## src/rtl/pwm_capture_if.sv

```systemverilog
// Bundles the PWM line and the measurement results of pwm_capture.
// master: the side that drives the PWM line and reads back results.
// slave:  the capture block itself.
interface pwm_capture_if #(
  parameter int CNT_W = 16,
  parameter int OUT_W = 4
);
  logic             pwm_in;
  logic [OUT_W-1:0] duty;
  logic [CNT_W-1:0] period;
  logic             valid;
  logic             stuck;

  modport master (
    output pwm_in,
    input  duty,
    input  period,
    input  valid,
    input  stuck
  );

  modport slave (
    input  pwm_in,
    output duty,
    output period,
    output valid,
    output stuck
  );
endinterface

```

## src/rtl/pwm_capture.sv

```systemverilog
// PWM capture: synchronizes a PWM line, measures high time and period
// between consecutive rising edges and converts the ratio into an OUT_W-bit
// duty code with a restoring shift-subtract divider. A line with no rising
// edge for TIMEOUT_CYC cycles is reported as stuck.
module pwm_capture #(
  parameter int CNT_W       = 16,
  parameter int OUT_W       = 4,
  parameter int TIMEOUT_CYC = 1024
) (
  input logic          clk,
  input logic          rst,
  pwm_capture_if.slave cap
);

  localparam int             IT_W     = $clog2(OUT_W + 1);
  localparam logic [CNT_W-1:0] CNT_ONE  = CNT_W'(1);
  localparam logic [CNT_W-1:0] CNT_MAX  = {CNT_W{1'b1}};
  localparam logic [CNT_W-1:0] MIN_PER  = CNT_W'(OUT_W + 1);
  localparam logic [CNT_W-1:0] TO_LAST  = CNT_W'(TIMEOUT_CYC - 1);
  localparam logic [CNT_W-1:0] TO_HOLD  = CNT_W'(TIMEOUT_CYC);
  localparam logic [IT_W-1:0]  IT_LAST  = IT_W'(OUT_W - 1);
  localparam logic [IT_W-1:0]  IT_ONE   = IT_W'(1);
  localparam logic [OUT_W-1:0] DUTY_MAX = {OUT_W{1'b1}};

  typedef enum logic [0:0] {
    WAIT_EDGE = 1'b0,
    MEASURE   = 1'b1
  } state_t;

  // Input synchronizer and edge-detect copy
  logic sync1_q;
  logic sync2_q;
  logic prev_q;
  logic rise_s;

  // Measurement FSM and counters
  state_t           state_q, state_d;
  logic [CNT_W-1:0] period_cnt_q, period_cnt_d;
  logic [CNT_W-1:0] high_cnt_q, high_cnt_d;
  logic [CNT_W-1:0] idle_cnt_q, idle_cnt_d;
  logic             load_s;
  logic             timeout_s;

  // Divider
  logic             div_run_q, div_run_d;
  logic             div_done_q, div_done_d;
  logic             div_sat_q, div_sat_d;
  logic [IT_W-1:0]  div_it_q, div_it_d;
  logic [CNT_W:0]   div_rem_q, div_rem_d;
  logic [CNT_W-1:0] div_per_q, div_per_d;
  logic [OUT_W-1:0] div_quo_q, div_quo_d;
  logic [CNT_W:0]   rem_sh_s;

  // Registered outputs
  logic [OUT_W-1:0] duty_q, duty_d;
  logic [CNT_W-1:0] per_out_q, per_out_d;
  logic             valid_q, valid_d;
  logic             stuck_q, stuck_d;

  assign rise_s = sync2_q & ~prev_q;

  // Bring the asynchronous line into the clock domain and keep a delayed copy
  always_ff @(posedge clk or negedge rst) begin
    if (!rst) begin
      sync1_q <= 1'b0;
      sync2_q <= 1'b0;
      prev_q  <= 1'b0;
    end else begin
      sync1_q <= cap.pwm_in;
      sync2_q <= sync1_q;
      prev_q  <= sync2_q;
    end
  end

  // Next state of the measurement FSM, edge counters and idle timeout
  always_comb begin
    state_d      = state_q;
    period_cnt_d = period_cnt_q;
    high_cnt_d   = high_cnt_q;
    idle_cnt_d   = idle_cnt_q;
    stuck_d      = stuck_q;
    load_s       = 1'b0;
    timeout_s    = 1'b0;

    // A rising edge in the same cycle as the timeout wins; once stuck the
    // idle counter parks at TIMEOUT_CYC so the timeout cannot fire again.
    if (rise_s) begin
      idle_cnt_d = '0;
    end else if (idle_cnt_q == TO_LAST) begin
      timeout_s  = 1'b1;
      idle_cnt_d = TO_HOLD;
    end else if (idle_cnt_q != TO_HOLD) begin
      idle_cnt_d = idle_cnt_q + CNT_ONE;
    end else begin
      idle_cnt_d = idle_cnt_q;
    end

    case (state_q)
      WAIT_EDGE: begin
        if (rise_s) begin
          // The edge cycle is already cycle 1 of the first period, so the
          // first reported period uses the same counting as later ones.
          period_cnt_d = CNT_ONE;
          high_cnt_d   = CNT_ONE;
          stuck_d      = 1'b0;
          state_d      = MEASURE;
        end else begin
          state_d = WAIT_EDGE;
        end
      end
      MEASURE: begin
        if (rise_s) begin
          // Periods too short to resolve, or a divider still working on the
          // previous period, drop this snapshot; counting restarts anyway.
          load_s       = (period_cnt_q >= MIN_PER) && !div_run_q;
          period_cnt_d = CNT_ONE;
          high_cnt_d   = CNT_ONE;
          state_d      = MEASURE;
        end else if (timeout_s) begin
          state_d = WAIT_EDGE;
        end else begin
          if (period_cnt_q != CNT_MAX) begin
            period_cnt_d = period_cnt_q + CNT_ONE;
          end else begin
            period_cnt_d = period_cnt_q;
          end
          if (sync2_q && (high_cnt_q != CNT_MAX)) begin
            high_cnt_d = high_cnt_q + CNT_ONE;
          end else begin
            high_cnt_d = high_cnt_q;
          end
          state_d = MEASURE;
        end
      end
      default: begin
        state_d = WAIT_EDGE;
      end
    endcase

    if (timeout_s) begin
      stuck_d = 1'b1;
      state_d = WAIT_EDGE;
    end else begin
      stuck_d = stuck_d;
    end
  end

  assign rem_sh_s = {div_rem_q[CNT_W-1:0], 1'b0};

  // Restoring divider: one quotient bit per cycle, OUT_W iterations
  always_comb begin
    div_run_d  = div_run_q;
    div_done_d = 1'b0;
    div_sat_d  = div_sat_q;
    div_it_d   = div_it_q;
    div_rem_d  = div_rem_q;
    div_per_d  = div_per_q;
    div_quo_d  = div_quo_q;

    if (timeout_s) begin
      // A timeout supersedes any division in flight.
      div_run_d  = 1'b0;
      div_done_d = 1'b0;
    end else if (load_s) begin
      div_run_d  = 1'b1;
      div_it_d   = '0;
      div_rem_d  = {1'b0, high_cnt_q};
      div_per_d  = period_cnt_q;
      div_quo_d  = '0;
      div_sat_d  = (high_cnt_q >= period_cnt_q);
    end else if (div_run_q) begin
      if (rem_sh_s >= {1'b0, div_per_q}) begin
        div_rem_d = rem_sh_s - {1'b0, div_per_q};
        div_quo_d = {div_quo_q[OUT_W-2:0], 1'b1};
      end else begin
        div_rem_d = rem_sh_s;
        div_quo_d = {div_quo_q[OUT_W-2:0], 1'b0};
      end
      if (div_it_q == IT_LAST) begin
        div_run_d  = 1'b0;
        div_done_d = 1'b1;
      end else begin
        div_it_d = div_it_q + IT_ONE;
      end
    end else begin
      div_run_d = 1'b0;
    end
  end

  // Output update: timeout result has priority over a completing division
  always_comb begin
    duty_d    = duty_q;
    per_out_d = per_out_q;
    valid_d   = 1'b0;

    if (timeout_s) begin
      duty_d    = sync2_q ? DUTY_MAX : {OUT_W{1'b0}};
      per_out_d = '0;
      valid_d   = 1'b1;
    end else if (div_done_q) begin
      duty_d    = div_sat_q ? DUTY_MAX : div_quo_q;
      per_out_d = div_per_q;
      valid_d   = 1'b1;
    end else begin
      valid_d = 1'b0;
    end
  end

  // State, counter, divider and output registers
  always_ff @(posedge clk or negedge rst) begin
    if (!rst) begin
      state_q      <= WAIT_EDGE;
      period_cnt_q <= '0;
      high_cnt_q   <= '0;
      idle_cnt_q   <= '0;
      div_run_q    <= 1'b0;
      div_done_q   <= 1'b0;
      div_sat_q    <= 1'b0;
      div_it_q     <= '0;
      div_rem_q    <= '0;
      div_per_q    <= '0;
      div_quo_q    <= '0;
      duty_q       <= '0;
      per_out_q    <= '0;
      valid_q      <= 1'b0;
      stuck_q      <= 1'b0;
    end else begin
      state_q      <= state_d;
      period_cnt_q <= period_cnt_d;
      high_cnt_q   <= high_cnt_d;
      idle_cnt_q   <= idle_cnt_d;
      div_run_q    <= div_run_d;
      div_done_q   <= div_done_d;
      div_sat_q    <= div_sat_d;
      div_it_q     <= div_it_d;
      div_rem_q    <= div_rem_d;
      div_per_q    <= div_per_d;
      div_quo_q    <= div_quo_d;
      duty_q       <= duty_d;
      per_out_q    <= per_out_d;
      valid_q      <= valid_d;
      stuck_q      <= stuck_d;
    end
  end

  assign cap.duty   = duty_q;
  assign cap.period = per_out_q;
  assign cap.valid  = valid_q;
  assign cap.stuck  = stuck_q;

endmodule

```

## src/flat_wrapper.sv

```systemverilog
// flat-port wrapper written by rule: the top's interface ports become plain ports
module pwm_capture_flat 
#(
  parameter int CNT_W       = 16,
  parameter int OUT_W       = 4,
  parameter int TIMEOUT_CYC = 1024
)
  (clk, rst, cap_pwm_in, cap_duty, cap_period, cap_valid, cap_stuck);
  pwm_capture_if #(.CNT_W(CNT_W), .OUT_W(OUT_W)) cap_i ();
  input logic clk;
  input logic rst;
  input wire logic [$bits(cap_i.pwm_in)-1:0] cap_pwm_in;
  output wire logic [$bits(cap_i.duty)-1:0] cap_duty;
  output wire logic [$bits(cap_i.period)-1:0] cap_period;
  output wire logic [$bits(cap_i.valid)-1:0] cap_valid;
  output wire logic [$bits(cap_i.stuck)-1:0] cap_stuck;
  assign cap_i.pwm_in = cap_pwm_in;
  assign cap_duty = cap_i.duty;
  assign cap_period = cap_i.period;
  assign cap_valid = cap_i.valid;
  assign cap_stuck = cap_i.stuck;
  pwm_capture #(.CNT_W(CNT_W), .OUT_W(OUT_W), .TIMEOUT_CYC(TIMEOUT_CYC)) u_core (.clk(clk), .rst(rst), .cap(cap_i));
endmodule
```

## config.mk

```make
export PLATFORM = sky130hd
export DESIGN_NAME = pwm_capture_flat
export DESIGN_NICKNAME = d
export VERILOG_FILES = /design/src/rtl/pwm_capture_if.sv /design/src/rtl/pwm_capture.sv /design/src/flat_wrapper.sv
export SDC_FILE = /design/constraint.sdc
export NUM_CORES = 1
export LEC_CHECK = 0
export ABC_AREA = 1
export BUFFER_PORTS_ARGS = -buffer_cell sky130_fd_sc_hd__buf_2
export CAP_MARGIN = 20
export CORE_UTILIZATION = 65
export CTS_BUF_LIST = sky130_fd_sc_hd__clkbuf_16
export DETAILED_ROUTE_END_ITERATION = 8
export HOLD_SLACK_MARGIN = 0.03
export MAX_ROUTING_LAYER = met4
export PLACE_DENSITY = 0.83
export SKIP_CTS_REPAIR_TIMING = 1
export SLEW_MARGIN = 20
export SYNTH_ARGS = -nofsm -noshare
export SYNTH_HDL_FRONTEND = slang
export SYNTH_SLANG_ARGS = --single-unit
```

## constraint.sdc

```tcl
create_clock -name clk -period 4.22 [get_ports clk]
set_clock_uncertainty 0.1 [all_clocks]
set_input_delay 0.211 -clock clk [delete_from_list [all_inputs] [get_ports clk]]
set_output_delay 0.211 -clock clk [all_outputs]
set_load 0.03 [all_outputs]
```

Word-level counts from Yosys, hierarchy flattened --
Cells that the tools add are included.
Cells by class: $add $sub $neg 5, $lt $le $gt $ge 3, reduce and logical (&&, ||, !) cells 13, bitwise logic cells 4, mux-type cells 47, eq/ne operators 11
Operator list (count):
- 16-bit two-way mux | 15
- 16-bit case mux with 2 select lines | 2
- 16-bit by 1-bit adder with 16-bit output (second input constant) | 3
- 16-bit inequality test (second input constant) | 2
- 4-bit two-way mux | 6
- 1-bit two-way mux | 20
- 17-bit by 16-bit >= comparator with 1-bit output | 1
- 16-bit by 10-bit equality test with 1-bit output (second input constant) | 1
- 16-bit >= comparator | 1
- 16-bit by 3-bit >= comparator with 1-bit output (second input constant) | 1
- 16-bit by 11-bit inequality test with 1-bit output (second input constant) | 1
- 16-bit subtractor | 1
- 3-bit two-way mux | 3
- 3-bit by 2-bit inequality test with 1-bit output (second input constant) | 3
- 3-bit AND reduction | 3
- 2-bit AND reduction | 3
- 2-bit nonzero test | 3
- 2-bit by 1-bit inequality test with 1-bit output (second input constant) | 2
- 3-bit by 1-bit adder with 3-bit output (second input constant) | 1
- 3-bit by 2-bit equality test with 1-bit output (second input constant) | 1
- 1-bit NOT | 3
- 3-bit nonzero test | 1
- 1-bit logical AND | 2
- 2-bit inequality test (second input constant) | 1
- 3 further kinds | 3
Word-level totals: register bits after elaboration 116, bits of input ports 3, output and inout port bits 22

Depth between registers and ports, before layout --
Gate-level depths: netlist (run 1).
word-level depth 6, depth in mapped cells 16, mapped depth without buffers 14

Worst setup path after synthesis (run 1) --
OpenSTA, ideal clock, no wires.
kind reg2reg, start point register u_core.div_per_q[2], end point register u_core.div_rem_q[1], period minus slack after synthesis 1.975 ns, setup time 0.124 ns, stages on the path, launching flop included 15, buffers on the path 2, setup slack 2.245 ns, arrival 1.751 ns, cells stage by stage dfrtp_1 -> inv_1 -> ha_1 -> buf_2 -> nand2_1 -> nand2_1 -> nand2_1 -> nand2_1 -> nand2_1 -> nand3_1 -> nand2_1 -> nand2_2 -> buf_4 -> o211ai_1 -> nand2_1
On the way: longest elaborated chain between the ends 4
RTL lines:
- start: declaration | line pwm_capture.sv:50 | logic [CNT_W-1:0] div_per_q, div_per_d;
- start signal: assignment | line pwm_capture.sv:237 | div_per_q <= div_per_d;
- 17-bit by 16-bit >= comparator with 1-bit output | line pwm_capture.sv:172 | if (rem_sh_s >= {1'b0, div_per_q}) begin
- 16-bit two-way mux | line pwm_capture.sv:172
- 16-bit two-way mux | line pwm_capture.sv:171 | end else if (div_run_q) begin
- 16-bit two-way mux | line pwm_capture.sv:164 | end else if (load_s) begin
- end signal: assignment | line pwm_capture.sv:236 | div_rem_q <= div_rem_d;
- end: declaration | line pwm_capture.sv:49 | logic [CNT_W:0] div_rem_q, div_rem_d;
No other way between the ends. The select of a mux whose other input is x is not followed. A chain may end at the register's enable or synchronous reset.

Worst setup path after layout (run 1) --
start point register u_core.div_per_q[5], end point register u_core.div_rem_q[11]
On the way: longest elaborated chain between the ends 4
RTL lines (line):
- 16-bit subtractor / 17-bit by 16-bit >= comparator with 1-bit output (equally long branches) | pwm_capture.sv:173, pwm_capture.sv:172
- 16-bit two-way mux (*) | pwm_capture.sv:172
- 16-bit two-way mux (*) | pwm_capture.sv:171
- 16-bit two-way mux (*) | pwm_capture.sv:164
Mark *: on every way between the ends. The rest lies on a longest branch, timed or not. The select of a mux whose other input is x is not followed.

==> flow_metrics.tcl, run 1 <==
set metrics [dict create \
    synth_seq_cells 116 \
    crit_top_cell "nand2_1" \
    worstSetupEndpointType "flop" \
    critPathArrivalTime_ns 2.80 \
    start_util 0.6782 \
    core_area_um2 10980 \
    crit_family "simple AND/OR/NAND/NOR gates" \
    rsz0062_at_grt "no" \
    netlist_area_um2 7448 \
    worstHoldPathType "flop to flop" \
    p_per_area_nw_per_um2 641.9 \
    power.total_w 0.005289 \
    final_hold_viol_count 0 \
    multi_input_area_um2 3856 \
    grt_pass1_vias 6325 \
    drtIter0Drc 537 \
    drtPass1Iterations 8 \
    wl_per_cell_um 15.49 \
    swShare 0.4240 \
    rows 38 \
    synth_top_area_frac 0.3897 \
    seqPwrFrac 0.295 \
    hold_path_end "u_core.sync2_q$_DFF_PN0_" \
    timing.final.max_slew_violations 0 \
    synth_edf_count 0 \
    avgSynthCellArea_um2 7.217 \
    syn_inst 1032 \
    io_pins 25 \
    met3_usage 0.06037 \
    setup_ws_ns 1.617 \
    place_congestion 0.9763 \
    cts_buffers 17 \
    synth_area_leaders "dfrtp_1 (39%), nand2_1 (15%), ha_1 (6.7%)" \
    power.combinational.fraction 0.435 \
    grt_pass1_wl_um 30590 \
    min-delay-start "u_core.sync1_q$_DFF_PN0_" \
    ys_warn_count 0 \
    clock.fmax_mhz 384.1 \
    drv_cap 0 \
    synth_ff_type "dfrtp_1" \
    whs_path_depth 0 \
    clock_sinks 116 \
    p_clk_frac 0.271 \
    die_h_um 109.0 \
    setup_viol 0 \
    outcome "completed" \
    cp_cell_sequence "inv_1 -> ha_1 -> nand2_1 -> nor2_1 -> nand3_1 -> nand3_1 -> nand2_1 -> nand2_2 -> nand2_1 -> nand2_1 -> nand2_1 -> nand3_1" \
    drtAntennaViolNets 0 \
    crit_path_top_delay_cell "dfrtp_1" \
    final-seq-area_um2 2903 \
    cp-start-kind "flop" \
    clk_latency_ns 0.42 \
    grt_max_degree 62 \
    gr-total-overflow 0 \
    cts_buffer_depth 2 \
    seq_area_frac_synth 0.3897 \
    synth.distinct_cells 46 \
    fin_setup_tns_ns 0 \
    track_usage 0.3507 \
    peakVddDrop_mv 0.4240 \
    r2r_slack_ns 1.62 \
    required_ns 4.42 \
    gr-usage-met2 0.5355 \
    port_buffers 24 \
    p_sw_w 0.002243 \
    clkTransAtPathRegs_ns 0.06 \
    gr-usage-met1 0.4446 \
    hpwl_um 13580 \
    leakage_nw 4.219 \
    worst_r2r_path_depth 12 \
    wirelength_um 18730 \
    crit_buf_inv 1 \
    r2r-start "u_core.div_per_q[5]$_DFFE_PN0P_" \
    r2r-end "u_core.div_rem_q[11]$_DFFE_PN0P_" \
    slowest_delay_ns 0.38 \
    async_flop_share 1.000 \
    viasPerCell 5.715 \
    h-tree-depth 4 \
    fin_crit_sh 0.6169 \
    worst_pin_slew_ns 0.9141 \
    final_layout_size_suffix_gt1_frac 0.07764 \
    dieArea_um2 11890 \
    busiest_layer "met2" \
    drc 0 \
    crit_fanout 19 \
    crit_type "flop to flop" \
    fin_nets 1100 \
    syn-num-nets 1076 \
    p_int_w 0.003046 \
    vias 6909 \
    num_antenna_cells 0 \
    antenna_found_initial 0 \
    synthToLayoutAreaGrowth_pct 10.63 \
    yosysTopAreaCell "dfrtp_1" \
    dieWidth_um 109.0 \
    nFillCells 858 \
    pre_cts_slack_ns 1.673 \
    cts_root_buffer "clkbuf_16" \
    cts_tree "yes" \
    finalCriticalPeriod_ns 2.603 \
    max_slew_margin 0.3899 \
]
## power groups by stage
stage	Clock, W	Sequential (W)	Combinational (W)
after floorplan	0	0.00157	0.00172
after global placement	0	0.00156	0.00222
after detailed placement	0	0.00157	0.00225
after CTS	0.00145	0.00155	0.00228
after global routing	0.00150	0.00158	0.00259
final	0.00143	0.00156	0.00230
## registers in the layout, summed over array words and instances, names as in the netlist, 4 cells and up
| register | count |
|---|---|
| u_core.cap.duty | 4 |
| u_core.cap.period | 16 |
| u_core.div_per_q | 16 |
| u_core.div_quo_q | 4 |
| u_core.div_rem_q | 16 |
| u_core.high_cnt_q | 16 |
| u_core.idle_cnt_q | 16 |
| u_core.period_cnt_q | 16 |
## stage by stage
stage | hold WS, ns | instances | utilization | instance area [um^2]
global placement | 0.1716 | 1175 | 0.6948 | 7631
finish | 0.2501 | 1209 | 0.7503 | 8240
detailed placement | 0.1729 | 1175 | 0.6948 | 7631
floorplan | -0.1846 | 1032 | - | 7448
global route | 0.2546 | 1209 | 0.7503 | 8240
CTS | -0.2679 | 1207 | 0.7485 | 8220
## Yosys cell counts, types with 2 or more instances
master    count
a21oi_1      31
a31oi_1       4
buf_1         3
buf_2         5
buf_4         3
buf_6         4
clkbuf_1     11
dfrtp_1     116
ha_1         40
inv_1       133
inv_2         5
nand2_1     295
nand2_2       3
nand2_4       3
nand3_1      85
nand3_2       2
nand4_1      19
nor2_1       94
nor2_2        2
nor2_4        3
nor3_1       37
nor3_2        2
nor3b_1       4
nor4_1        3
o211ai_1      3
o21a_1        3
o21ai_0      63
o21ai_1      13
o21bai_1      3
o22ai_1       2
or2_2         2
xnor2_1       2
xor2_1       21
## per-layer routing
| metal | vias to the layer above | wire, um |
|---|---|---|
| met1 | 3199 | 8173 |
| met3 | 48 | 1235 |
| met4 | 0 | 816 |
| met5 | - | 0 |
| li1 | 3389 | - |
| met2 | 273 | 8504 |
## area by class of cell
| cell class | count | share of cell area |
|---|---|---|
| tap | 140 | 0.02126 |
| multi-input combinational | 750 | 0.4680 |
| timing repair buffer | 32 | 0.02278 |
| clock inverter | 15 | 0.01989 |
| inverter | 139 | 0.06423 |
| sequential | 116 | 0.3523 |
| clock buffer | 17 | 0.05162 |
## worst register-to-register path, stage by stage (launching register included)
cell and delay [ns]:
dfrtp_1 0.38, inv_1 0.20, ha_1 0.33, nand2_1 0.14, nor2_1 0.07, nand3_1 0.10, nand3_1 0.12, nand2_1 0.31
nand2_2 0.33, nand2_1 0.23, nand2_1 0.06, nand2_1 0.06, nand3_1 0.06
## cells by family (layout without fill, tap and decap cells)
kind of cell,Yosys count,in the layout,share of synthesized area
buffers and inverters,166,203,0.09256
XOR/XNOR,23,23,0.02705
AO/OA/AOI/OAI,127,127,0.09155
AND/OR/NAND/NOR,558,558,0.3279
flip-flops,116,116,0.3897
multiplexers,1,1,0.001344
adder cells (fa/ha/maj),41,41,0.06988
## cell usage in the layout (no fill, tap or decap), drive strengths merged, types with 2 or more instances in the layout
cell and n:
nand3 88, clkbuf 17, dlygate4sd3 2, nand4 20, nor3 39, ha 40, nor2 99, o21bai 3
nor3b 4, buf 30, nor4 3, or2 2, o22ai 2, a31oi 4, bufinv 3, clkinv 6
xor2 21, dfrtp 116, o21a 3, o211ai 3, clkinvlp 5, o21ai 76, nand2 301, xnor2 2
a21oi 32, inv 140
## worst max path at each step
stage	from	end	slack, ns	cells past startpoint
6_report	u_core.div_per_q[5]$_DFFE_PN0P_	u_core.div_rem_q[11]$_DFFE_PN0P_	1.62	12
2_1_floorplan	u_core.div_per_q[2]$_DFFE_PN0P_	u_core.div_rem_q[1]$_DFFE_PN0P_	2.25	14
5_1_grt	u_core.div_per_q[3]$_DFFE_PN0P_	u_core.div_rem_q[15]$_DFFE_PN0P_	1.39	14
4_1_cts	u_core.div_rem_q[1]$_DFFE_PN0P_	u_core.div_rem_q[11]$_DFFE_PN0P_	1.64	13
3_3_place_gp	u_core.div_per_q[5]$_DFFE_PN0P_	u_core.div_rem_q[11]$_DFFE_PN0P_	1.72	12
3_5_place_dp	u_core.period_cnt_q[1]$_DFFE_PN0P_	u_core.div_it_q[2]$_DFFE_PN0P_	1.67	11
Note: power is estimated with default switching activity, not from simulation.
==> run 2: changes to the inputs <==
Settings changed: CORE_UTILIZATION 65 to 63, PLACE_DENSITY 0.83 to 0.81.
Clock period 4.22 ns to 2.4 ns, I/O delays scaled along.
==> flow_metrics.tcl, run 2 (synthesized netlist as in run 1, its figures left out) <==
set metrics [dict create \
    power.combinational.fraction 0.443 \
    io_pins 25 \
    met3WireLength_um 1048 \
    fin_setup_tns_ns 0 \
    peakVddDrop_mv 0.8685 \
    viasPerCell 5.662 \
    place_congestion 0.9357 \
    grt_pass1_wl_um 32050 \
    critPathArrivalTime_ns 2.43 \
    required_ns 2.61 \
    crit_family "simple AND/OR/NAND/NOR gates" \
    synthToLayoutAreaGrowth_pct 12.01 \
    core_area_um2 11470 \
    outcome "completed" \
    h-tree-depth 4 \
    drtIter0Drc 645 \
    drc 0 \
    gr-total-overflow 0 \
    wirelength_um 18940 \
    crit_path_top_delay_cell "dfrtp_1" \
    worstHoldPathType "input pin to asynchronous set/reset pin" \
    postLayoutCoreUtil 0.7276 \
    start_util 0.6495 \
    final_cell_mix "nand2_1 (294), inv_1 (133), dfrtp_1 (115)" \
    crit_buf_inv 2 \
    rsz0062_at_grt "no" \
    p_clk_frac 0.258 \
    fin_nets 1112 \
    grt_max_degree 51 \
    max_slew_margin 0.6235 \
    dr.max_layer_used "met4" \
    drtAntennaViolNets 0 \
    cp_cell_sequence "inv_1 -> ha_1 -> ha_1 -> nand2_1 -> nor2_1 -> nand3_1 -> nor2_1 -> nor2_2 -> buf_4 -> nand3_1 -> nand3_1 -> nand2_1 -> nand2_1" \
    worstSetupEndpointType "flop" \
    fin_crit_sh 0.9259 \
    vias 6936 \
    p_int_w 0.005117 \
    r2r-start "u_core.div_per_q[1]$_DFFE_PN0P_" \
    cts_tree "yes" \
    r2r_slack_ns 0.18 \
    cp-start-kind "flop" \
    grt_pass1_vias 6583 \
    drv_cap 0 \
    hpwl_um 13690 \
    startpoint "u_core.div_per_q[1]$_DFFE_PN0P_" \
    seqPwrFrac 0.299 \
    timing.final.max_slew_violations 0 \
    rows 39 \
    dieWidth_um 110.7 \
    port_buffers 24 \
    crit_fanout 10 \
    track_usage 0.3399 \
    final_hold_viol_count 0 \
    swShare 0.4389 \
    clock_sinks 116 \
    final_common_cell "nand2_1" \
    clk_latency_ns 0.42 \
    finalCriticalPeriod_ns 2.222 \
    slowest_delay_ns 0.41 \
    power.total_w 0.009120 \
    drt-met1-wl_um 8230 \
    wl_per_cell_um 15.46 \
    die_h_um 110.7 \
    leakage_nw 4.278 \
    instances_no_fill 1225 \
    drtPass1Iterations 6 \
    dieArea_um2 12260 \
    final_layout_size_suffix_gt1_frac 0.09436 \
    p_per_area_nw_per_um2 1093 \
    cts_buffer_depth 2 \
    wl_met2_um 8972 \
    clkTransAtPathRegs_ns 0.06 \
    p_sw_w 0.004003 \
    clock.fmax_mhz 450.0 \
    setup_viol 0 \
    crit_type "flop to flop" \
    worst_pin_slew_ns 0.5647 \
    antenna_found_initial 1 \
    cts_buffers 17 \
    cts_root_buffer "clkbuf_16" \
    post-place-cells 1190 \
]
[run 2: cell types whose count changed in the layout (fill, tap and decap cells not counted), sizes merged]
cell and delta:
buf +12, bufinv -3, clkinvlp -2, diode +1, inv +5
[run 2: layout make-up]
| cell class | instances | area (um^2) |
|---|---|---|
| Inverter | 139 | 529.3 |
| Multi-Input combinational cell | 750 | 3866 |
| Clock inverter | 15 | 121.4 |
| Fill cell | 936 | 3124 |
| Clock buffer | 17 | 425.4 |
| Timing Repair Buffer | 44 | 315.3 |
| Antenna cell | 1 | 2.502 |
| Sequential cell | 116 | 2904 |
| Tap cell | 143 | 178.9 |
[run 2: through the flow]
stage	hold WS [ns]	setup slack (ns)	cell area [um^2]
2_1_floorplan	-0.2756	0.4252	7448
3_3_place_gp	0.05033	0.1361	7762
3_5_place_dp	0.05178	0.1036	7762
4_1_cts	-0.4003	0.07953	8309
5_1_grt	0.1928	0.005629	8343
6_report	0.1467	0.1779	8343
[run 2: layer usage]
layer | track usage | up-vias
met2 | 0.5284 | 239
met5 | - | -
met1 | 0.4405 | 3230
met3 | 0.04921 | 54
li1 | - | 3413
met4 | 0.1618 | 0
[run 2: path summary, 6_finish.rpt]
path / to / cells past startpoint
setup / recovery: u_core.div_rem_q[5]$_DFFE_PN0P_ / 13
hold / removal: u_core.cap.period[13]$_DFFE_PN0P_ / 2
setup reg to reg: u_core.div_rem_q[5]$_DFFE_PN0P_ / 13
hold reg to reg: u_core.sync2_q$_DFF_PN0_ / 0
max in group asynchronous: u_core.period_cnt_q[13]$_DFFE_PN0P_ / 3
min in group clk: u_core.sync1_q$_DFF_PN0_ / 2
[run 2: power groups by stage]
stage | sequential, W | combinational [W] | clock [W]
3_3_place_gp | 0.00273 | 0.00388 | 0
5_1_grt | 0.00278 | 0.00465 | 0.00244
4_1_cts | 0.00271 | 0.00399 | 0.00238
3_5_place_dp | 0.00274 | 0.00395 | 0
2_1_floorplan | 0.00276 | 0.00302 | 0
6_report | 0.00272 | 0.00404 | 0.00235
